`src/rtl/param_bus_mux.sv`:
```
`default_nettype none
// ============================================================================
// Module   : param_bus_mux
// Purpose  : Parameterised N-to-1 valid/ready bus multiplexer with a single
//            registered output stage. Source selection is either manual
//            (i_select code) or round-robin arbitration over the channels
//            that present valid data. Counts completed output handshakes.
// Ports    : clk           - single clock, rising edge
//            rstn          - synchronous active-low reset
//            i_mode        - 0 = manual select, 1 = round-robin
//            i_select      - manual code k (1..NUM_CH) selects channel k-1
//            i_in_data     - packed channel data, ch i at [i*DATA_W +: DATA_W]
//            i_in_valid    - per-channel valid
//            o_in_ready    - per-channel accept (combinational, one-hot/zero)
//            o_out_data    - registered selected word
//            o_out_valid   - output register holds an unconsumed word
//            i_out_ready   - downstream accepts o_out_data
//            o_out_ch      - 1-based source code of held word, 0 when empty
//            o_xfer_count  - completed output handshakes, wraps at 16 bits
// Revision : 1.0 - initial release
// ============================================================================
module param_bus_mux #(
  parameter int DATA_W = 16,
  parameter int NUM_CH = 4,
  parameter int SEL_W  = 4
) (
  input  logic                     clk,
  input  logic                     rstn,
  input  logic                     i_mode,
  input  logic [SEL_W-1:0]         i_select,
  input  logic [NUM_CH*DATA_W-1:0] i_in_data,
  input  logic [NUM_CH-1:0]        i_in_valid,
  output logic [NUM_CH-1:0]        o_in_ready,
  output logic [DATA_W-1:0]        o_out_data,
  output logic                     o_out_valid,
  input  logic                     i_out_ready,
  output logic [SEL_W-1:0]         o_out_ch,
  output logic [15:0]              o_xfer_count
);

  // Output stage state encoding
  localparam logic [0:0] c_ST_EMPTY = 1'b0;
  localparam logic [0:0] c_ST_FULL  = 1'b1;

  localparam logic [SEL_W-1:0] c_LAST_CH = SEL_W'(NUM_CH - 1);
  localparam logic [SEL_W-1:0] c_NUM_CH  = SEL_W'(NUM_CH);

  logic [0:0]        r_state;
  logic [0:0]        w_state_nxt;
  logic [SEL_W-1:0]  r_last_grant;
  logic [DATA_W-1:0] r_out_data;
  logic [SEL_W-1:0]  r_out_ch;
  logic [15:0]       r_xfer_count;

  logic [DATA_W-1:0] w_ch_data [NUM_CH];
  logic              w_man_hit;
  logic [SEL_W-1:0]  w_man_idx;
  logic              w_rr_hit;
  logic [SEL_W-1:0]  w_rr_idx;
  int                w_cand;
  logic              w_grant_hit;
  logic [SEL_W-1:0]  w_grant_idx;
  logic [NUM_CH-1:0] w_grant_vec;
  logic              w_can_load;
  logic              w_xfer;
  logic              w_out_hs;
  logic [DATA_W-1:0] w_sel_data;

  // --------------------------------------------------------------------------
  // Unpack channel data into an array for indexed selection
  // --------------------------------------------------------------------------
  generate
    for (genvar gi = 0; gi < NUM_CH; gi++) begin : g_unpack
      assign w_ch_data[gi] = i_in_data[gi*DATA_W +: DATA_W];
    end
  endgenerate

  // --------------------------------------------------------------------------
  // Manual grant: code 0 and codes above NUM_CH grant nothing
  // --------------------------------------------------------------------------
  assign w_man_hit = (i_select != '0) && (i_select <= c_NUM_CH);
  assign w_man_idx = i_select - SEL_W'(1);

  // --------------------------------------------------------------------------
  // Round-robin search starting at last_grant+1 with wrap. Offsets are
  // scanned from the farthest to the nearest so the nearest valid channel
  // is the last assignment and therefore wins.
  // --------------------------------------------------------------------------
  always_comb begin
    w_rr_hit = 1'b0;
    w_rr_idx = '0;
    w_cand   = 0;
    for (int off = NUM_CH; off >= 1; off--) begin
      w_cand = int'(r_last_grant) + off;
      if (w_cand >= NUM_CH) begin
        w_cand = w_cand - NUM_CH;
      end
      for (int i = 0; i < NUM_CH; i++) begin
        if ((w_cand == i) && i_in_valid[i]) begin
          w_rr_hit = 1'b1;
          w_rr_idx = SEL_W'(i);
        end
      end
    end
  end

  assign w_grant_hit = i_mode ? w_rr_hit : w_man_hit;
  assign w_grant_idx = i_mode ? w_rr_idx : w_man_idx;

  always_comb begin
    w_grant_vec = '0;
    for (int i = 0; i < NUM_CH; i++) begin
      w_grant_vec[i] = w_grant_hit && (w_grant_idx == SEL_W'(i));
    end
  end

  always_comb begin
    w_sel_data = '0;
    for (int i = 0; i < NUM_CH; i++) begin
      if (w_grant_idx == SEL_W'(i)) begin
        w_sel_data = w_ch_data[i];
      end
    end
  end

  // --------------------------------------------------------------------------
  // Handshake qualification. The register can accept a new word when it is
  // empty or when the held word leaves in this same cycle. rstn gates the
  // ready so nothing is accepted while reset is asserted.
  // --------------------------------------------------------------------------
  assign w_can_load = (r_state == c_ST_EMPTY) || i_out_ready;
  assign o_in_ready = w_grant_vec & {NUM_CH{w_can_load & rstn}};
  assign w_xfer     = |(i_in_valid & o_in_ready);
  assign w_out_hs   = o_out_valid & i_out_ready;

  // --------------------------------------------------------------------------
  // Output stage FSM: state register
  // --------------------------------------------------------------------------
  always_ff @(posedge clk) begin
    if (!rstn) begin
      r_state <= c_ST_EMPTY;
    end else begin
      r_state <= w_state_nxt;
    end
  end

  // Output stage FSM: next-state logic
  always_comb begin
    w_state_nxt = r_state;
    case (r_state)
      c_ST_EMPTY: begin
        if (w_xfer) begin
          w_state_nxt = c_ST_FULL;
        end
      end
      c_ST_FULL: begin
        if (w_xfer) begin
          w_state_nxt = c_ST_FULL;
        end else if (i_out_ready) begin
          w_state_nxt = c_ST_EMPTY;
        end
      end
      default: w_state_nxt = c_ST_EMPTY;
    endcase
  end

  // Output stage FSM: output logic
  always_comb begin
    o_out_valid = 1'b0;
    case (r_state)
      c_ST_FULL: o_out_valid = 1'b1;
      default:   o_out_valid = 1'b0;
    endcase
  end

  // --------------------------------------------------------------------------
  // Data path. A load takes priority over clearing, which is what gives
  // back-to-back words with no bubble when both happen together.
  // --------------------------------------------------------------------------
  always_ff @(posedge clk) begin
    if (!rstn) begin
      r_out_data <= '0;
      r_out_ch   <= '0;
    end else if (w_xfer) begin
      r_out_data <= w_sel_data;
      r_out_ch   <= w_grant_idx + SEL_W'(1);
    end else if (w_out_hs) begin
      r_out_data <= '0;
      r_out_ch   <= '0;
    end
  end

  // Only round-robin transfers move the fairness pointer; reset parks it
  // on the last channel so the first search starts at channel 0.
  always_ff @(posedge clk) begin
    if (!rstn) begin
      r_last_grant <= c_LAST_CH;
    end else if (w_xfer && i_mode) begin
      r_last_grant <= w_grant_idx;
    end
  end

  always_ff @(posedge clk) begin
    if (!rstn) begin
      r_xfer_count <= '0;
    end else if (w_out_hs) begin
      r_xfer_count <= r_xfer_count + 16'd1;
    end
  end

  assign o_out_data   = r_out_data;
  assign o_out_ch     = r_out_ch;
  assign o_xfer_count = r_xfer_count;

endmodule
`default_nettype wire

```
`config.mk`:
```
export PLATFORM = sky130hd
export DESIGN_NAME = param_bus_mux
export DESIGN_NICKNAME = d
export VERILOG_FILES = /design/src/rtl/param_bus_mux.sv
export SDC_FILE = /design/constraint.sdc
export NUM_CORES = 1
export LEC_CHECK = 0
export CAP_MARGIN = 20
export CORE_ASPECT_RATIO = 0.9
export CORE_UTILIZATION = 30
export DETAILED_ROUTE_END_ITERATION = 12
export GPL_TIMING_DRIVEN = 0
export HOLD_SLACK_MARGIN = 0.05
export PLACE_DENSITY = 0.69
export SYNTH_ARGS = -nofsm -noshare
export SYNTH_HDL_FRONTEND = slang
export SYNTH_SLANG_ARGS = --single-unit
```
`constraint.sdc`:
```
create_clock -name clk -period 4.3 [get_ports clk]
set_clock_uncertainty 0.1 [all_clocks]
set_input_delay 0.645 -clock clk [delete_from_list [all_inputs] [get_ports clk]]
set_output_delay 0.645 -clock clk [all_outputs]
set_load 0.05 [all_outputs]
```
==> flow_summary.json <==
{
  "die_w_microns": 111.9,
  "multi_input_area_sq_um": 2659,
  "maxCapViolCount": 0,
  "maxSlewViolCount": 0,
  "drt_iter0_drc": 131,
  "cts_made_buffers": 5,
  "hold_path_class": "reg -> reg",
  "io_pins": 117,
  "power.leakage_nw": 2.260,
  "worstSetupPathType": "reg -> out",
  "synthCells": 416,
  "max_clock_freq_mhz": 227.0,
  "synth.most_common_cell": "nand2_1",
  "dr.pass1.iters": 8,
  "yosysTopAreaCellShare": 0.2519,
  "setup_slack_ns": -0.1061,
  "synth-edff-count": 0,
  "avgSynthCellArea_sq_um": 7.832,
  "routed_wl_mm": 11.27,
  "async_flop_share": 0,
  "synthTopCellsByArea": "dfxtp_1, nand2_1, ha_1",
  "synth_top_flop_cell": "dfxtp_1",
  "timing.final.crit_share": 1.025,
  "synth_seq_area_share": 0.2519,
  "finalNetCount": 661,
  "insertion_delay_ns": 0.28,
  "yosys_warnings": 0,
  "wl_per_cell_microns": 16.22,
  "vias": 3634,
  "synth_cell_type_count": 57,
  "placement.io_buffers": 116,
  "rows": 35,
  "grtUsageTotal": 0.1894,
  "grt_pass1_vias": 3623,
  "cp.required_ns": 3.56,
  "period_needed_ns": 4.406,
  "run_status": "finished with violations",
  "syn_area_sq_um": 3258,
  "synth_nets": 511,
  "clk_pin_slew_ns": 0.06,
  "ir_drop_mv": 0.1797,
  "drt-vias-per-instance": 5.229,
  "fin_total_pwr_mw": 1.984,
  "die_height_microns": 100.9,
  "cts_tree": "built",
  "slew_headroom": 0.5468,
  "cp-startpoint": "r_last_grant[1]$_SDFFE_PN1P_",
  "holdWs_ns": 0.3668,
  "cp_max_fo": 7,
  "fill_cells": 908,
  "cts_root_buf": "clkbuf_16",
  "min-delay-start": "o_out_ch[0]$_SDFFE_PN0P_",
  "cts_buffer_depth": 2,
  "worst_slew_pin_slew_ns": 0.6782,
  "start_util": 0.3139,
  "hold_violations": 0,
  "ant_nets": 0,
  "gp_congestion": 0.8361,
  "violations": "DRC, setup timing",
  "finalSetupViolCount": 4,
  "r2r_start": "r_last_grant[1]$_SDFFE_PN1P_",
  "grt_use_met2": 0.3483,
  "antenna_found_initial": 0,
  "grt.met3_usage": 0.05713,
  "grt_max_degree": 13,
  "top_usage_layer": "met2",
  "use_met1": 0.2033,
  "grt_setup_unrepaired": "yes",
  "area_growth_pct": 68.28,
  "gr-total-overflow": 0,
  "die_area_sq_um": 11280,
  "drcViolationCount": 3,
  "synth.ff_latch_count": 41,
  "endpoint_kind": "output port",
  "critPathLaunchType": "flip-flop",
  "htree_levels": 2,
  "cts.sinks": 41,
  "hpwl_mm": 8.044,
  "core-area_sq_um": 10380,
  "antennaDiodeCount": 0,
  "grt_pass1_wl_mm": 17.06,
  "synth_top_cells_by_count": "nand2_1, dfxtp_1, o21ai_0, mux2i_1",
  "regArea_sq_um": 823.3,
  "drive_gt1_frac": 0.2314,
  "arrival_ns": 3.66,
  "synth_area_leader_cell": "dfxtp_1",
  "power_density_nw_per_um2": 361.8
}
## what timing repair did
action,CTS,global route
gates cloned,0,1
gates resized for setup,89,69
pin swaps,14,32
hold buffers,0,0
setup buffers,18,14
endpoints found under the setup margin,23,18
## sequential cells by signal, indices dropped and copies added, names as in the netlist
register,cells
o_xfer_count,16
r_state,1
o_out_ch,4
o_out_data,16
r_last_grant,4
## routing by layer
layer | routed length [microns] | share of wire | up-vias
li1 | - | - | 1775
met1 | 4472 | 0.40 | 1711
met2 | 5819 | 0.52 | 127
met3 | 753 | 0.067 | 21
met4 | 225 | 0.020 | 0
met5 | 0 | 0 | -
## final timing paths
| path | end | slack (ns) | depth (start not counted) |
|---|---|---|---|
| worst max register to register | o_out_data[4]$_SDFFE_PN0P_ | 0.07 | 22 |
| worst max-delay path | o_in_ready[0] | -0.11 | 18 |
| worst min-delay path | o_out_ch[0]$_SDFFE_PN0P_ | 0.37 | 2 |
| worst min register to register | o_out_ch[0]$_SDFFE_PN0P_ | 0.37 | 2 |
## cell usage in the layout (no fill, tap or decap), drive strengths merged, types with 3 or more instances in the layout
master         netlist  routed
nand4                5       5
nand2               83      83
nand2b               4       4
xor2                 6       6
nor2                13      13
clkbuf              14      16
a21boi               4       4
buf                 13      47
o21ai               40      40
dfxtp               41      41
xnor2               16      16
inv                 13      12
nand3b               3       3
a221oi              16      16
mux2i               22      22
a31oi                5       5
clkdlybuf4s50        0     112
nand3               13      13
a21o                 3       3
a21oi                7       7
ha                  19      19
and3                16      16
nor2b                4       4
and2                22      22
## cell families after synthesis
family / after synthesis / share of synthesized area
DFF: 41 / 0.2519
adders and majority gates: 19 / 0.07297
AOI/OAI and AO/OA: 95 / 0.2093
muxes: 24 / 0.07450
buffers and inverters: 40 / 0.06221
and+or+nand+nor: 175 / 0.2700
xor gates and xnor gates: 22 / 0.05914
## area by class of cell
cell class                      count  share of cell area
Inverter                           13            0.009585
Multi-Input combinational cell    335              0.4849
Tap cell                          129             0.02944
Clock buffer                        5             0.02282
Clock inverter                      2            0.006390
Buffer                             22             0.03218
Timing Repair Buffer              148              0.2645
Sequential cell                    41              0.1502
## worst max-delay path, cell delays in order (launching register included)
cell,delay (ns)
dfxtp_2,0.33
buf_6,0.10
buf_8,0.09
clkinvlp_4,0.11
ha_4,0.19
a21oi_4,0.16
xor2_2,0.21
ha_2,0.20
nand2_1,0.05
o31a_1,0.36
a21o_4,0.25
buf_4,0.14
a311oi_2,0.26
o221ai_2,0.17
buf_4,0.19
buf_6,0.11
ha_4,0.15
and3_4,0.16
buf_8,0.15
## per-stage QoR
step                      area [sq um]    util  setup TNS [ns]  std cells  setup WS, ns
after detailed placement          4587  0.4420          -11.12        661        -1.464
after floorplan                   3264       -         -0.1168        416       -0.1168
after global routing              5483  0.5283          -1.620        695       -0.2321
after CTS                         5124  0.4937         -0.4920        684       -0.1713
final                             5483  0.5283         -0.2744        695       -0.1061
after global placement            4587  0.4420          -8.183        661        -1.370
## where the power goes
part / switching [mW] / internal, mW / total (mW) / leakage [nW]
sequential: 0.0124 / 0.402 / 0.415 / 0.331
combinational: 0.614 / 0.545 / 1.16 / 1.85
clock: 0.140 / 0.269 / 0.409 / 0.0797
No activity file was read; power rests on OpenSTA's default activity.
==> RTL change: new RTL, config.mk and constraints unchanged <==
`NUM_CH`: 4 -> 8.
--- a/src/rtl/param_bus_mux.sv
+++ b/src/rtl/param_bus_mux.sv
@@ -21,7 +21,7 @@
 // ============================================================================
 module param_bus_mux #(
   parameter int DATA_W = 16,
-  parameter int NUM_CH = 4,
+  parameter int NUM_CH = 8,
   parameter int SEL_W  = 4
 ) (
   input  logic                     clk,
Interface: changed (resized i_in_data, i_in_valid and o_in_ready); port bits go from 117 to 189. The function was not compared with the original's and may differ.
==> RTL change against the unedited design <==
The run ends with negative setup slack left. Die area is 66% higher. Final area up 81%. Critical path depth is 4 higher. Setup slack got worse by 0.27 ns. Routed wire length grew 130%. Hold slack better by 0.011 ns. Synthesized area is 67% higher. Synthesized cell count up 80%. Sequential share of layout area down 6.7 points. Clock power grew 18%. Final cell count grew 79%. Power rose to 4.1 times the old value. Sequential cell count is the same. Global-route usage increased by 7.2 points. Largest power group unchanged.
==> RTL change: results (changes against the unedited design) <==
timing:
  tightestPinTransition_ns: 0.665  # was 0.678 ns
  finalWorstSetupSlack_ns: -0.373  # was -0.106 ns
  holdWs_ns: 0.378  # was 0.367 ns
  setup_viol: 33  # was 4
power_and_ir_drop:
  cellLeakagePower_uw: 0.00362  # was 0.00226 µW
  ir_worst_vdd_uv: 348  # was 180 µV
global_routing:
  track_usage_pct: 26.1  # was 18.9%
  grt_pass1_vias: 6689  # was 3623
  grt_start_max_net_pins: 14  # was 13
route:
  firstDrtPassIters: 5  # was 8
  totalWireLength_mm: 25.4  # was 11.3 mm
critical_path:
  r2r_slack_ns: -0.33  # was 0.07 ns
  worstPathMaxFanout: 5  # was 7
  crit_slowest_cell: "or3_4"  # was o31a_1
place:
  place_congestion: 1.04  # was 0.836
  hpwl_mm: 18.0  # was 8.04 mm
  dpl_worst_slack_ns: -1.56  # was -1.46 ns
  portBuffers: 181  # was 116
layout:
  nNetsFinal: 1169  # was 661
  drive_gt1_share_pct: 32.7  # was 23.1%
outcome:
  violations: "negative setup slack"  # was design-rule violations, negative setup slack
  outcome: "finished with violations"  # unchanged
synthesis:
  synth_compound_area_share_pct: 34.8  # was 20.9%
  synthXorXnorAreaFrac_pct: 3.49  # was 5.91%
  synth_fa_ha_area_share_pct: 4.83  # was 7.30%
  synthTopCellsByArea: "dfxtp_1 15%, a21oi_1 6.8%, a22oi_1 5.1%, nor2_1 5.0%, o21ai_0 5.0%"  # was dfxtp_1 25%, nand2_1 9.4%, ha_1 7.3%, mux2i_1 6.8%, o21ai_0 5.4%
[RTL change: cell types whose count changed after synthesis, sizes merged, moves of 19 or more]
cell / before / now
nor2: 13 / 73
inv: 13 / 32
a31oi: 5 / 24
nor2b: 4 / 26
nand2: 83 / 39
clkbuf: 14 / 43
nand3: 13 / 33
a22oi: 2 / 38
a21oi: 7 / 75
[RTL change: power breakdown]
part | switching, µW | internal, µW | leakage (µW) | total (µW)
logic | 3880 | 3330 | 0.00320 | 7210
registers | 36.5 | 431 | 0.000332 | 468
clock network | 150 | 331 | 0.0000938 | 481
[RTL change: cell families (layout without fill, tap and decap cells)]
group / Yosys count / in the layout
AO/OA/AOI/OAI: 267 / 267
XOR/XNOR: 20 / 20
adder cells (fa/ha/maj): 21 / 21
buffers and inverters: 97 / 353
flip-flops: 41 / 41
multiplexers: 28 / 28
other: 0 / 1
AND/OR/NAND/NOR: 275 / 275
[RTL change: final cells by class]
cell class,count,area [µm²]
Antenna cell,1,2.50
Buffer,61,643
Clock buffer,5,125
Clock inverter,3,65.1
Fill cell,1569,7760
Inverter,32,135
Multi-Input combinational cell,611,5250
Sequential cell,41,828
Tap cell,240,300
Timing Repair Buffer,252,2560
[RTL change: worst paths after layout]
kind / from / end / cells past startpoint
max: r_last_grant[1]$_SDFFE_PN1P_ / o_in_ready[1] / 22
min: o_out_ch[0]$_SDFFE_PN0P_ / o_out_ch[0]$_SDFFE_PN0P_ / 2
max reg2reg: r_last_grant[1]$_SDFFE_PN1P_ / o_out_data[14]$_SDFFE_PN0P_ / 27
min reg2reg: o_out_ch[0]$_SDFFE_PN0P_ / o_out_ch[0]$_SDFFE_PN0P_ / 2
[RTL change: worst min-delay path: cells and delay by family, from the launching register on]
kind | cells | cell delay (ns)
DFF | 1 | 0.31
AOI/OAI and AO/OA | 1 | 0.05
and+or+nand+nor | 1 | 0.06
[RTL change: metrics by stage]
step	instance area (µm²)	TNS [ns]	instances	total power, µW
after floorplan	5930	-1.30	749	4070
after global placement	8050	-32.79	1170	5370
after detailed placement	8050	-31.77	1170	5360
after CTS	9690	-5.96	1237	7670
after global routing	9910	-12.79	1245	8550
final	9910	-8.57	1246	8160
[RTL change: routing by layer]
layer | routed length (µm) | global-route usage (%)
met1 | 10800 | 35.7
met2 | 11400 | 40.3
met3 | 2310 | 5.25
met4 | 852 | 9.82
met5 | 0 | 0
[RTL change: repair_timing]
item                                   4_1_cts  5_1_grt
endpoints found under the hold margin        0        0
setup endpoints to repair                   33       33
cloned                                       6        0
pin swaps                                   74       24
resized for setup                          242       37
hold buffers                                 0        0
setup buffers                               57        9
